==> src/rtl/countdown_timer.sv <==
// countdown_timer: loadable down-counter with IDLE / RUN / EXPIRED states.
// A run is started by START with a nonzero LOAD_VAL, advanced by TICK and
// ends in EXPIRED, where DONE holds until ACK, START or ABORT.
//
// Handshake note: START, ABORT, TICK and ACK are single-cycle qualifiers
// with no ready/back-pressure; each is acted on in the cycle it is sampled
// high at a rising CLK edge, with priority RST_n, ABORT, START, TICK/ACK.
//
// dbg_state exposes the registered state for checkers:
// 2'd0 = IDLE, 2'd1 = RUN, 2'd2 = EXPIRED.
module countdown_timer #(
    parameter int modulus = 16,
    localparam int N = $clog2(modulus)
) (
    input  logic         CLK,
    input  logic         RST_n,
    input  logic         START,
    input  logic [N-1:0] LOAD_VAL,
    input  logic         TICK,
    input  logic         ABORT,
    input  logic         ACK,
    output logic [N-1:0] COUNT,
    output logic         BUSY,
    output logic         DONE,
    output logic         EXPIRE,
    output logic [1:0]   dbg_state
);

    typedef enum logic [1:0] {
        IDLE    = 2'd0,
        RUN     = 2'd1,
        EXPIRED = 2'd2
    } state_t;

    // Largest legal count, held one bit wider than COUNT so the saturation
    // compare below is a real compare for every modulus, including powers of 2.
    localparam logic [N:0] MAX_WIDE = (N+1)'(modulus - 1);

    state_t       state;
    state_t       state_next;
    logic [N-1:0] count_next;
    logic [N:0]   load_wide;
    logic [N-1:0] load_sat;
    logic         load_zero;
    logic         count_one;

    // Saturate the requested load to modulus-1 and decode the terminal count.
    always_comb begin
        load_wide = {1'b0, LOAD_VAL};
        load_sat  = (load_wide > MAX_WIDE) ? MAX_WIDE[N-1:0] : LOAD_VAL;
        load_zero = (LOAD_VAL == '0);
        count_one = (COUNT == N'(1));
    end

    // State and count registers with synchronous active-low reset.
    always_ff @(posedge CLK) begin
        if (!RST_n) begin
            state <= IDLE;
            COUNT <= '0;
        end else begin
            state <= state_next;
            COUNT <= count_next;
        end
    end

    // Next-state, next-count and the combinational EXPIRE pulse.
    always_comb begin
        state_next = state;
        count_next = COUNT;
        EXPIRE     = 1'b0;
        if (!RST_n) begin
            // Reset takes effect at the edge; EXPIRE is held low meanwhile.
            state_next = IDLE;
            count_next = '0;
        end else if (ABORT) begin
            state_next = IDLE;
            count_next = '0;
        end else if (START) begin
            // START restarts from any state and swallows a same-cycle TICK/ACK.
            if (load_zero) begin
                state_next = EXPIRED;
                count_next = '0;
                EXPIRE     = 1'b1;
            end else begin
                state_next = RUN;
                count_next = load_sat;
            end
        end else begin
            unique case (state)
                RUN: begin
                    if (TICK) begin
                        if (count_one) begin
                            state_next = EXPIRED;
                            count_next = '0;
                            EXPIRE     = 1'b1;
                        end else if (COUNT != '0) begin
                            count_next = COUNT - N'(1);
                        end
                    end
                end
                EXPIRED: begin
                    if (ACK) begin
                        state_next = IDLE;
                    end
                end
                default: begin
                    // IDLE ignores TICK and ACK and holds COUNT.
                    state_next = IDLE;
                end
            endcase
        end
    end

    // Status outputs decoded from the registered state only.
    always_comb begin
        BUSY      = (state == RUN);
        DONE      = (state == EXPIRED);
        dbg_state = state;
    end

endmodule

==> config.mk <==
export PLATFORM = sky130hd
export DESIGN_NAME = countdown_timer
export DESIGN_NICKNAME = d
export VERILOG_FILES = /design/src/rtl/countdown_timer.sv
export SDC_FILE = /design/constraint.sdc
export NUM_CORES = 1
export LEC_CHECK = 0
export CORE_AREA = 4 4 41 43
export CTS_CLUSTER_SIZE = 30
export DETAILED_ROUTE_END_ITERATION = 12
export DIE_AREA = 0 0 45 47
export GPL_TIMING_DRIVEN = 0
export PLACE_DENSITY = 0.71
export SYNTH_ARGS = -nofsm -noshare
export SYNTH_HDL_FRONTEND = slang
export SYNTH_SLANG_ARGS = --single-unit
==> constraint.sdc <==
create_clock -name CLK -period 2.5 [get_ports CLK]
set_clock_uncertainty 0.1 [all_clocks]
set_input_delay 0.5 -clock CLK [delete_from_list [all_inputs] [get_ports CLK]]
set_output_delay 0.5 -clock CLK [all_outputs]
set_load 0.05 [all_outputs]
After elaboration in Yosys (flattened, before gate mapping). Cells that the tools add are included.

Reduce and logical (&&, ||, !) cells: 8. Eq/ne operators: 6. Bitwise gates (word level): 1. Multiplexer cells: 19. $add $sub $neg: 1.

Operators with widths (count): $mux W4 (6); $mux W2 (5); $mux W1 (7); $ne A3 B3 Y1 const B (2); $reduce_and A3 Y1 (2); $eq A4 B1 Y1 const B (1); $logic_not A4 Y1 (1); $pmux W2 S2 (1); $reduce_bool A2 Y1 (2); $reduce_bool A4 Y1 (1); $sub A4 B1 Y4 const B (1); $ne A3 B2 Y1 const B (1); $reduce_bool A3 Y1 (1); $eq A2 B1 Y1 const B (1); $eq A2 B2 Y1 const B (1); $reduce_or A2 Y1 (1); $not A1 Y1 (1).

Input port bits: 10. Bits in registers: 6. Output and inout port bits: 9. Word-level logic and storage cells: 37.

Logic depth before layout (Yosys ltp).
Depth after elaboration: 7. Mapped depth: 6. Depth with buffers taken out: 6.

Least setup slack after synthesis. No wires, ideal clock.

Path type: register to output. Start point: register state[0], in the netlist dbg_state[0]. End point: output EXPIRE. Data arrival time: 1882 ps. Buffers on the path: 0. Slack: 18 ps. Cell stages (with the launch flop): 4. Required time: 1900 ps. Cells stage by stage: dfxtp_1 > nor4bb_1 > nand3_1 > a21oi_1.

Longest elaborated chain between the ends: 5.

RTL lines: start, declared (RTL line 39) `state_t state;`; start signal, assigned (RTL line 61) `state <= state_next;`; $eq A2 B1 Y1 (RTL line 89) `unique case (state)`; $mux W1 (RTL line 89); $mux W1 (RTL line 78) `end else if (START) begin`; $mux W1 (RTL line 75) `end else if (ABORT) begin`; $mux W1 (RTL line 71) `if (!RST_n) begin`; end, declared (RTL line 25) `output logic EXPIRE,`.

No other way between the ends.

Final worst setup path.
Start point: input TICK. End point: output EXPIRE.

Longest elaborated chain between the ends: 5.

RTL lines: start, declared (RTL line 19) `input logic TICK,`; $mux W1 (RTL line 91) `if (TICK) begin`; $mux W1 (RTL line 89); $mux W1 (RTL line 78); $mux W1 (RTL line 75); $mux W1 (RTL line 71).

No other way between the ends.

==> results by group <==
Outcome
  • Status: complete, no violations

Hold path
  • Min-delay src: COUNT[0]
  • Endpoint, Worst Hold: COUNT[0]
  • Worst min-delay path class: register to register
  • Min-Delay Path Depth: 2

Clocking
  • Worst skew pair latency: 0.25 ns
  • Clock Pin Slew Worst Setup and Hold Paths: 0.05 ns
  • Clock root buffer master: clkbuf_4
  • Setup repair bufs after CTS: 0
  • H-tree depth: 1
  • CTS tree: done
  • Clk buf depth: 2
  • Num CTS Buffers: 3
  • Clk sink count: 6
  • Hold-fix buffers, CTS: 0

Placed design
  • Dpl hpwl: 848 µm
  • GP Congestion: 0.807
  • I/O Buffers: 18
  • Cell count after placement: 85

Global route
  • GRT overflow: 0
  • Global Route Usage Sum: 12.4%
  • Largest net degree at the start of global routing: 11
  • Initial antenna violation count: 0
  • Vias in the first global route: 436
  • First-pass GRT wire length: 1.82 mm

Die
  • Die width: 45 µm
  • Std cell rows: 13
  • IO Pins: 19
  • Die Footprint: 0.00212 mm²
  • Starting density of the core: 32.0%
  • Die height: 47 µm
  • Core Region: 0.00130 mm²

Final layout
  • Area Growth Syn to Fin: 58.3%
  • Fin util: 50.7%
  • Final #Nets: 87
  • FF/Latch Area: 120 µm²
  • N_diodes: 0
  • Final-layout fill cell count: 140
  • Finished Layout Cells: 88
  • Layout cells sized above 1: 15.1%
  • Multi-input gate area: 302 µm²

STA
  • Period utilization: 95.9%
  • Worst-margin pin slew: 0.498 ns
  • Slew Limit Headroom: 66.7%
  • Achievable frequency: 417 MHz
  • Post-layout minimum cycle time: 2.40 ns
  • Final Setup Violations: 0
  • RSZ-0062 raised after global routing: false
  • Final Hold Vio Count: 0
  • Fin. max-slew vios: 0

Detailed routing
  • DR vias/cell: 5.24
  • Drt wl/cell: 13.2 µm
  • DRT Wirelength: 1.16 mm
  • Final ANT Viol Nets: 0
  • DRT iter0 DRCs: 12
  • First-pass DRT Iterations: 4
  • # DRC: 0
  • Via count: 461

Worst setup path
  • FF-to-FF Start: COUNT[1]
  • Worst Reg-to-Reg Cells: 6
  • Worst R2R End: COUNT[1]
  • CP Class: input pin to output pin
  • CP max FO: 4
  • CP Data Required Time: 1.90 ns
  • Crit end category: output pin
  • Startpoint class of the critical path: input pin
  • Worst reg-to-reg setup slack: 0.56 ns
  • Worst Path Arrival: 1.80 ns

Synth
  • Syn avg cell area: 8.01 µm²
  • Synth Instances: 52
  • Top cells by area, synth: dfxtp_1 29%, a21oi_1 6.0%, ha_1 6.0%, nand2_1 5.4%, mux2i_1 4.8%
  • Register area share after synthesis: 28.8%
  • Yosys reg bits: 6
  • YS warnings: 0
  • Largest area contributor in the netlist: dfxtp_1
  • Net Count, Synth: 64
  • Post-synth cell types: 24
  • Top_reg_cell synth: dfxtp_1
  • Ys async rst share: 0%
  • Post-Syn Area: 417 µm²
  • Post-synth EDFFs: 0
  • Area share of the largest cell type after synthesis: 28.8%

Power
  • Peak supply drop: 281 µV
  • Cell leakage power: 0.258 nW
  • P per Cell Area: 410 mW/mm²
  • Overall Power: 0.000270 W

Flow run
  • Max cap viols: 0
area by class of cell:
type,count,area share (%)
inverters,3,1.71
plain buffers,1,0.759
well taps,15,2.85
repair buffers,18,27.3
multi-input cells,42,45.7
clock buffers,3,3.42
flip-flops and latches,6,18.2
state kept, by name, summed over array words and instances (netlist names):
| signal | cells |
|---|---|
| COUNT | 4 |
| dbg_state | 2 |
layer usage:
| metal | global-route usage, % | part of all wire (%) | up-vias |
|---|---|---|---|
| met1 | 14.5 | 44 | 196 |
| met4 | 8.77 | 2.9 | 0 |
| met2 | 19.8 | 44 | 26 |
| met3 | 3.07 | 8.3 | 5 |
| li1 | - | - | 234 |
| met5 | 0 | 0 | - |
worst max-delay path by stage:
| stage | start | to | depth (start not counted) |
|---|---|---|---|
| 2_1_floorplan | dbg_state[0] | EXPIRE | 3 |
| 3_3_place_gp | TICK | EXPIRE | 5 |
| 3_5_place_dp | TICK | EXPIRE | 5 |
| 4_1_cts | TICK | EXPIRE | 5 |
| 5_1_grt | TICK | EXPIRE | 5 |
| 6_report | TICK | EXPIRE | 5 |
cell usage in the layout, fill, tap and decap left out:
| master | count |
|---|---|
| nand3_1 | 1 |
| nor4bb_4 | 1 |
| a21oi_1 | 5 |
| or4b_1 | 1 |
| or3_1 | 2 |
| nor2_1 | 4 |
| a221oi_1 | 1 |
| o31a_2 | 2 |
| o21ai_0 | 1 |
| ha_1 | 2 |
| nand2b_1 | 3 |
| nor3_1 | 2 |
| buf_4 | 1 |
| nand4b_1 | 1 |
| a22oi_1 | 1 |
| dlymetal6s2s_1 | 1 |
| mux2_2 | 1 |
| a31oi_2 | 1 |
| dfxtp_1 | 6 |
| mux2i_1 | 2 |
| nor2b_1 | 3 |
| inv_1 | 3 |
| clkbuf_4 | 3 |
| nor4_2 | 1 |
| nand2_1 | 6 |
| clkdlybuf4s50_1 | 16 |
| a211oi_1 | 1 |
| buf_2 | 1 |
kinds of logic after synthesis:
logic type               Yosys count  synth area share, %
AND/OR/NAND/NOR                   25                 33.0
AO/OA/AOI/OAI                     12                 20.7
flip-flops                         6                 28.8
buffers and inverters              4                 3.90
multiplexers                       3                 7.51
adder cells (fa/ha/maj)            2                 6.01
report_power, final:
group / internal, W / leakage [nW] / switching (W) / total (W)
Combinational: 0.0000352 / 0.195 / 0.0000379 / 0.0000730
Clock: 0.0000545 / 0.0138 / 0.0000381 / 0.0000926
Sequential: 0.0000993 / 0.0489 / 0.00000535 / 0.000105
Total: 0.000189 / 0.258 / 0.0000813 / 0.000270
synthesized netlist by cell type (2+ instances only):
library cell	count
mux2i_1	2
nor2b_1	3
nor3_1	2
ha_1	2
nand2_1	6
nand2b_1	3
dfxtp_1	6
inv_1	3
o31a_2	2
a21oi_1	5
nor2_1	4
or3_1	2
critical path: stages:
cell and delay [ns]:
clkdlybuf4s50_1 0.54, nor4bb_4 0.25, nand3_1 0.12, a21oi_1 0.16
buf_4 0.22
stage by stage:
step / area, µm² / setup WS (ns) / hold slack [ns] / TNS, ns
after floorplan: 417 / 0.0182 / 0.547 / 0
after CTS: 651 / 0.0207 / 0.435 / 0
final: 659 / 0.101 / 0.434 / 0
after global routing: 659 / 0.00469 / 0.463 / 0
after global placement: 616 / -0.659 / 0.416 / -0.659
after detailed placement: 616 / -0.645 / 0.424 / -0.645
what timing repair did:
action | 4_1_cts | 5_1_grt
endpoints found under the setup margin | 1 | 2
gates resized for setup | 8 | 2
pin swaps | 0 | 1
gates cloned | 0 | 0
(Power assumes the default switching activity.)
==> variant 1 (same settings) <==
Reset style: asynchronous (`RST_n`), changed in one clocked block. Comments in the files are not updated.
--- a/src/rtl/countdown_timer.sv
+++ b/src/rtl/countdown_timer.sv
@@ -53,7 +53,7 @@
     end
 
     // State and count registers with synchronous active-low reset.
-    always_ff @(posedge CLK) begin
+    always_ff @(posedge CLK or negedge RST_n) begin
         if (!RST_n) begin
             state <= IDLE;
             COUNT <= '0;
Behaviour: differs if RST_n is asserted again (counterexample within 4 cycles, from zero or initial values and one cycle with RST_n low); with RST_n held inactive, the same outputs for 10 cycles.
==> variant 1 against the unedited design <==
Worst hold slack worse by 400 ps; total power up 11%; combinational power up 35%; utilization up 2.3 points; synthesized cell count down 5.8%; clock power down 1%; routed wire length up 3.1%; design area up 4.6%; sequential cell count unchanged; area after synthesis up 5.4%; worst setup slack worse by 13 ps; highest routed layer unchanged.
==> variant 1: results (changes against the unedited design) <==
[clock_network]
cts_resized=7  ; was 8
cts-root-buf=clkbuf_4  ; unchanged
clkTransAtPathRegs_ps=50  ; about the same

[yosys]
synth_area_leaders=dfrtp_1, ha_1, nor3b_1  ; was dfxtp_1, a21oi_1, ha_1
synth.area.mux_share_pct=0  ; was 7.51%
yosys-top-cells-count=dfrtp_1, inv_1, nor2_1  ; was dfxtp_1, nand2_1, a21oi_1
syn-num-nets=61  ; was 64
seq_area_frac_synth_pct=34.2  ; was 28.8%
ys_async_sr_fraction_pct=100  ; was 0%
yosysUniqueCellTypes=28  ; was 24

[detailed_routing]
dr_wl_met3_um=40  ; was 97 µm
avgViaCountPerCell=5.31  ; was 5.24
met2_length_um=549  ; was 513 µm
wire_per_inst_um=13.9  ; was 13.2 µm
drt_iter0_markers=6  ; was 12

[global_route]
grt_pass1_wl_um=2010  ; was 1820 µm
grt_pass1_vias=458  ; was 436
grtUsageMet1_pct=16.7  ; was 14.5%
grt_util_met3_pct=3.45  ; was 3.07%
grt.total_usage_pct=13.4  ; was 12.4%
use_met2_pct=20.3  ; was 19.8%

[status]
status=complete, no violations  ; unchanged

[critical_path]
cp_max_fo=10  ; was 4

[power]
p_leak_nw=0.295  ; was 0.258 nW
power_frac_comb_pct=32.6  ; was 27.0%
ir_drop_mv=0.194  ; was 0.281 mV
clockPowerShare_pct=30.4  ; was 34.3%
intPower_mw=0.201  ; was 0.189 mW

[timing]
max-slew-margin-rel_pct=66.4  ; was 66.7%

[placed_design]
dp_cells=82  ; was 85
dp_hpwl_um=942  ; was 848 µm
pre_cts_slack_ps=-514  ; was -645 ps

[finish]
nets=85  ; was 87
drive_gt1_share_pct=16.9  ; was 15.1%
stdcell_count=86  ; was 88

[hold_path]
hp-class=in -> async  ; was reg -> reg

==> variant 1: path summary, 6_finish.rpt <==
check,end,start,slack (ps),cells past startpoint
max in group asynchronous,COUNT[1],RST_n,2000,1
worst max-delay path,EXPIRE,START,90,6
min in group CLK,COUNT[1],COUNT[1],430,1
worst min-delay path,dbg_state[1],RST_n,40,1
worst min register to register,COUNT[1],COUNT[1],430,1
worst max register to register,COUNT[2],COUNT[0],740,6
==> variant 1: final cells by class <==
cell class | instances | area [µm²]
flip-flops and latches | 6 | 150
clock buffers | 3 | 22.5
inverters | 4 | 15.0
well taps | 15 | 18.8
fillers | 130 | 612
multi-input cells | 38 | 290
plain buffers | 1 | 5.00
repair buffers | 19 | 188
==> variant 1: through the flow <==
step | instance area, µm² | power (mW) | hold WS [ps]
4_1_cts | 671 | 0.297 | 425
6_report | 689 | 0.301 | 36.4
2_1_floorplan | 447 | 0.168 | 104
3_5_place_dp | 646 | 0.206 | 430
3_3_place_gp | 646 | 0.205 | 426
5_1_grt | 689 | 0.318 | 51.2
==> variant 2 (config.mk and constraints unchanged) <==
Without the edit above. `modulus`: 16 -> 32.
--- a/src/rtl/countdown_timer.sv
+++ b/src/rtl/countdown_timer.sv
@@ -9,7 +9,7 @@
 // dbg_state exposes the registered state for checkers:
 // 2'd0 = IDLE, 2'd1 = RUN, 2'd2 = EXPIRED.
 module countdown_timer #(
-    parameter int modulus = 16,
+    parameter int modulus = 32,
     localparam int N = $clog2(modulus)
 ) (
     input  logic         CLK,
Ports: changed (resized COUNT and LOAD_VAL); port bits go from 19 to 21. No check against the original RTL was run, so the function may have changed too.
==> variant 2 against the unedited design <==
Design area increased by 13%; area after synthesis increased by 20%; routed wire length unchanged; total power increased by 15%; count of clock-buffer cells in the layout increased by 1; die area unchanged; worst setup slack improved by 84 ps; sequential cell count increased by 1; via count increased by 8.9%; critical path type unchanged; largest cell class unchanged.
==> variant 2: results (changes against the unedited design) <==
[clock_network]
clk_latency_ps=240
cts_max_path_buffers=2  ; unchanged
clkTransAtPathRegs_ps=50  ; about the same
cts_resized=3  ; was 8
post_cts_buffers=0  ; unchanged
htree_num_levels=1  ; unchanged

[hold_path]
hp-class=reg -> reg  ; unchanged
min_path_cells=2  ; unchanged
min_to=COUNT[3]  ; was COUNT[0]
hold_start=COUNT[3]  ; was COUNT[0]

[yosys]
synth_top_area_cell=dfxtp_1  ; unchanged
synth_area_leaders=dfxtp_1, ha_1, a211oi_1  ; was dfxtp_1, a21oi_1, ha_1
ys_async_sr_fraction_pct=0  ; unchanged
ys.flop_type=dfxtp_1  ; unchanged
seq_area_frac_synth_pct=28.0  ; was 28.8%
yosys_warnings=0  ; unchanged
yosysUniqueCellTypes=29  ; was 24
yosys-top-cells-count=dfxtp_1, nor2_1, a21oi_1, inv_1  ; was dfxtp_1, nand2_1, a21oi_1
avgSynthCellArea_um2=7.94  ; was 8.01 µm²
syn-num-nets=77  ; was 64

[critical_path]
r2r_setup_slack_ps=830  ; was 560 ps
critPathArrivalTime_ps=1710  ; was 1800 ps
cpPeakStageDelay_ps=500  ; was 540 ps
r2r-end=COUNT[2]  ; was COUNT[1]
crit_path_top_delay_cell=clkdlybuf4s50_1  ; unchanged
r2r_cells=6  ; unchanged
cp_max_fo=3  ; was 4
r2r_start=COUNT[1]  ; unchanged

[detailed_routing]
avgViaCountPerCell=4.97  ; was 5.24
wire_per_inst_um=11.5  ; was 13.2 µm
drt_pass1_iterations=4  ; unchanged
drt_iter0_markers=6  ; was 12
wl_um=1160  ; unchanged

[finish]
top_register=COUNT  ; unchanged
largest_reg_flops=5  ; was 4
antennaDiodeCount=0  ; unchanged
drive_gt1_share_pct=15.1  ; about the same
nets=101  ; was 87

[power]
p_leak_nw=0.283  ; was 0.258 nW
ir_drop_mv=0.218  ; was 0.281 mV

[timing]
timing.hold.ws_ps=485  ; was 434 ps
max-slew-margin-rel_pct=66.1  ; was 66.7%

[placed_design]
routabilityCongestion=0.722  ; was 0.807
dp_hpwl_um=989  ; was 848 µm
io_buffers=19  ; was 18
dp_cells=97  ; was 85

[status]
status=complete, no violations  ; unchanged

[global_route]
grt_pass1_vias=514  ; was 436
grt.total_usage_pct=13.6  ; was 12.4%
grt_max_degree=10  ; was 11
grt_pass1_wl_um=2060  ; was 1820 µm

variant 2: layout make-up:
cell class	count	area (µm²)
fill	129	559
multi-input combinational	49	344
timing repair buffer	19	185
sequential	7	140
clock buffer	4	26.3
inverter	5	18.8
tap	15	18.8
buffer	2	8.76
variant 2: layer usage:
metal / routed length, µm / GRT usage [%]
met5: 0 / 0
met4: 14 / 8.77
met1: 530 / 16.1
met2: 563 / 22.3
met3: 53 / 2.68
variant 2: through the flow:
stage | total power [mW] | cell area (µm²) | util [%] | setup TNS [ps] | setup WS, ps
6_report | 0.311 | 742 | 57.0 | 0 | 186
5_1_grt | 0.327 | 742 | 57.0 | 0 | 87.1
4_1_cts | 0.316 | 748 | 57.5 | 0 | 69.9
3_5_place_dp | 0.216 | 721 | 55.4 | -352 | -352
3_3_place_gp | 0.215 | 721 | 55.4 | -364 | -364
2_1_floorplan | 0.181 | 512 | - | 0 | 152
variant 2: power breakdown:
group	total (mW)	switching (mW)	internal, mW
registers	0.123	0.00656	0.116
clock network	0.0982	0.0375	0.0606
logic	0.0901	0.0496	0.0405
total	0.311	0.0936	0.218
variant 2: worst max path at each step:
stage | cells after the start | to | slack (ps)
floorplan | 3 | EXPIRE | 150
global placement | 5 | EXPIRE | -360
detailed placement | 5 | EXPIRE | -350
CTS | 5 | EXPIRE | 70
global route | 5 | EXPIRE | 90
finish | 5 | EXPIRE | 190
variant 2: cells by family after synthesis:
| family | count (synthesis) | synth area share, % |
|---|---|---|
| AO/OA/AOI/OAI | 14 | 18.5 |
| adder cells (fa/ha/maj) | 3 | 7.50 |
| buffers and inverters | 7 | 5.50 |
| flip-flops | 7 | 28.0 |
| multiplexers | 1 | 2.00 |
| AND/OR/NAND/NOR | 31 | 38.5 |
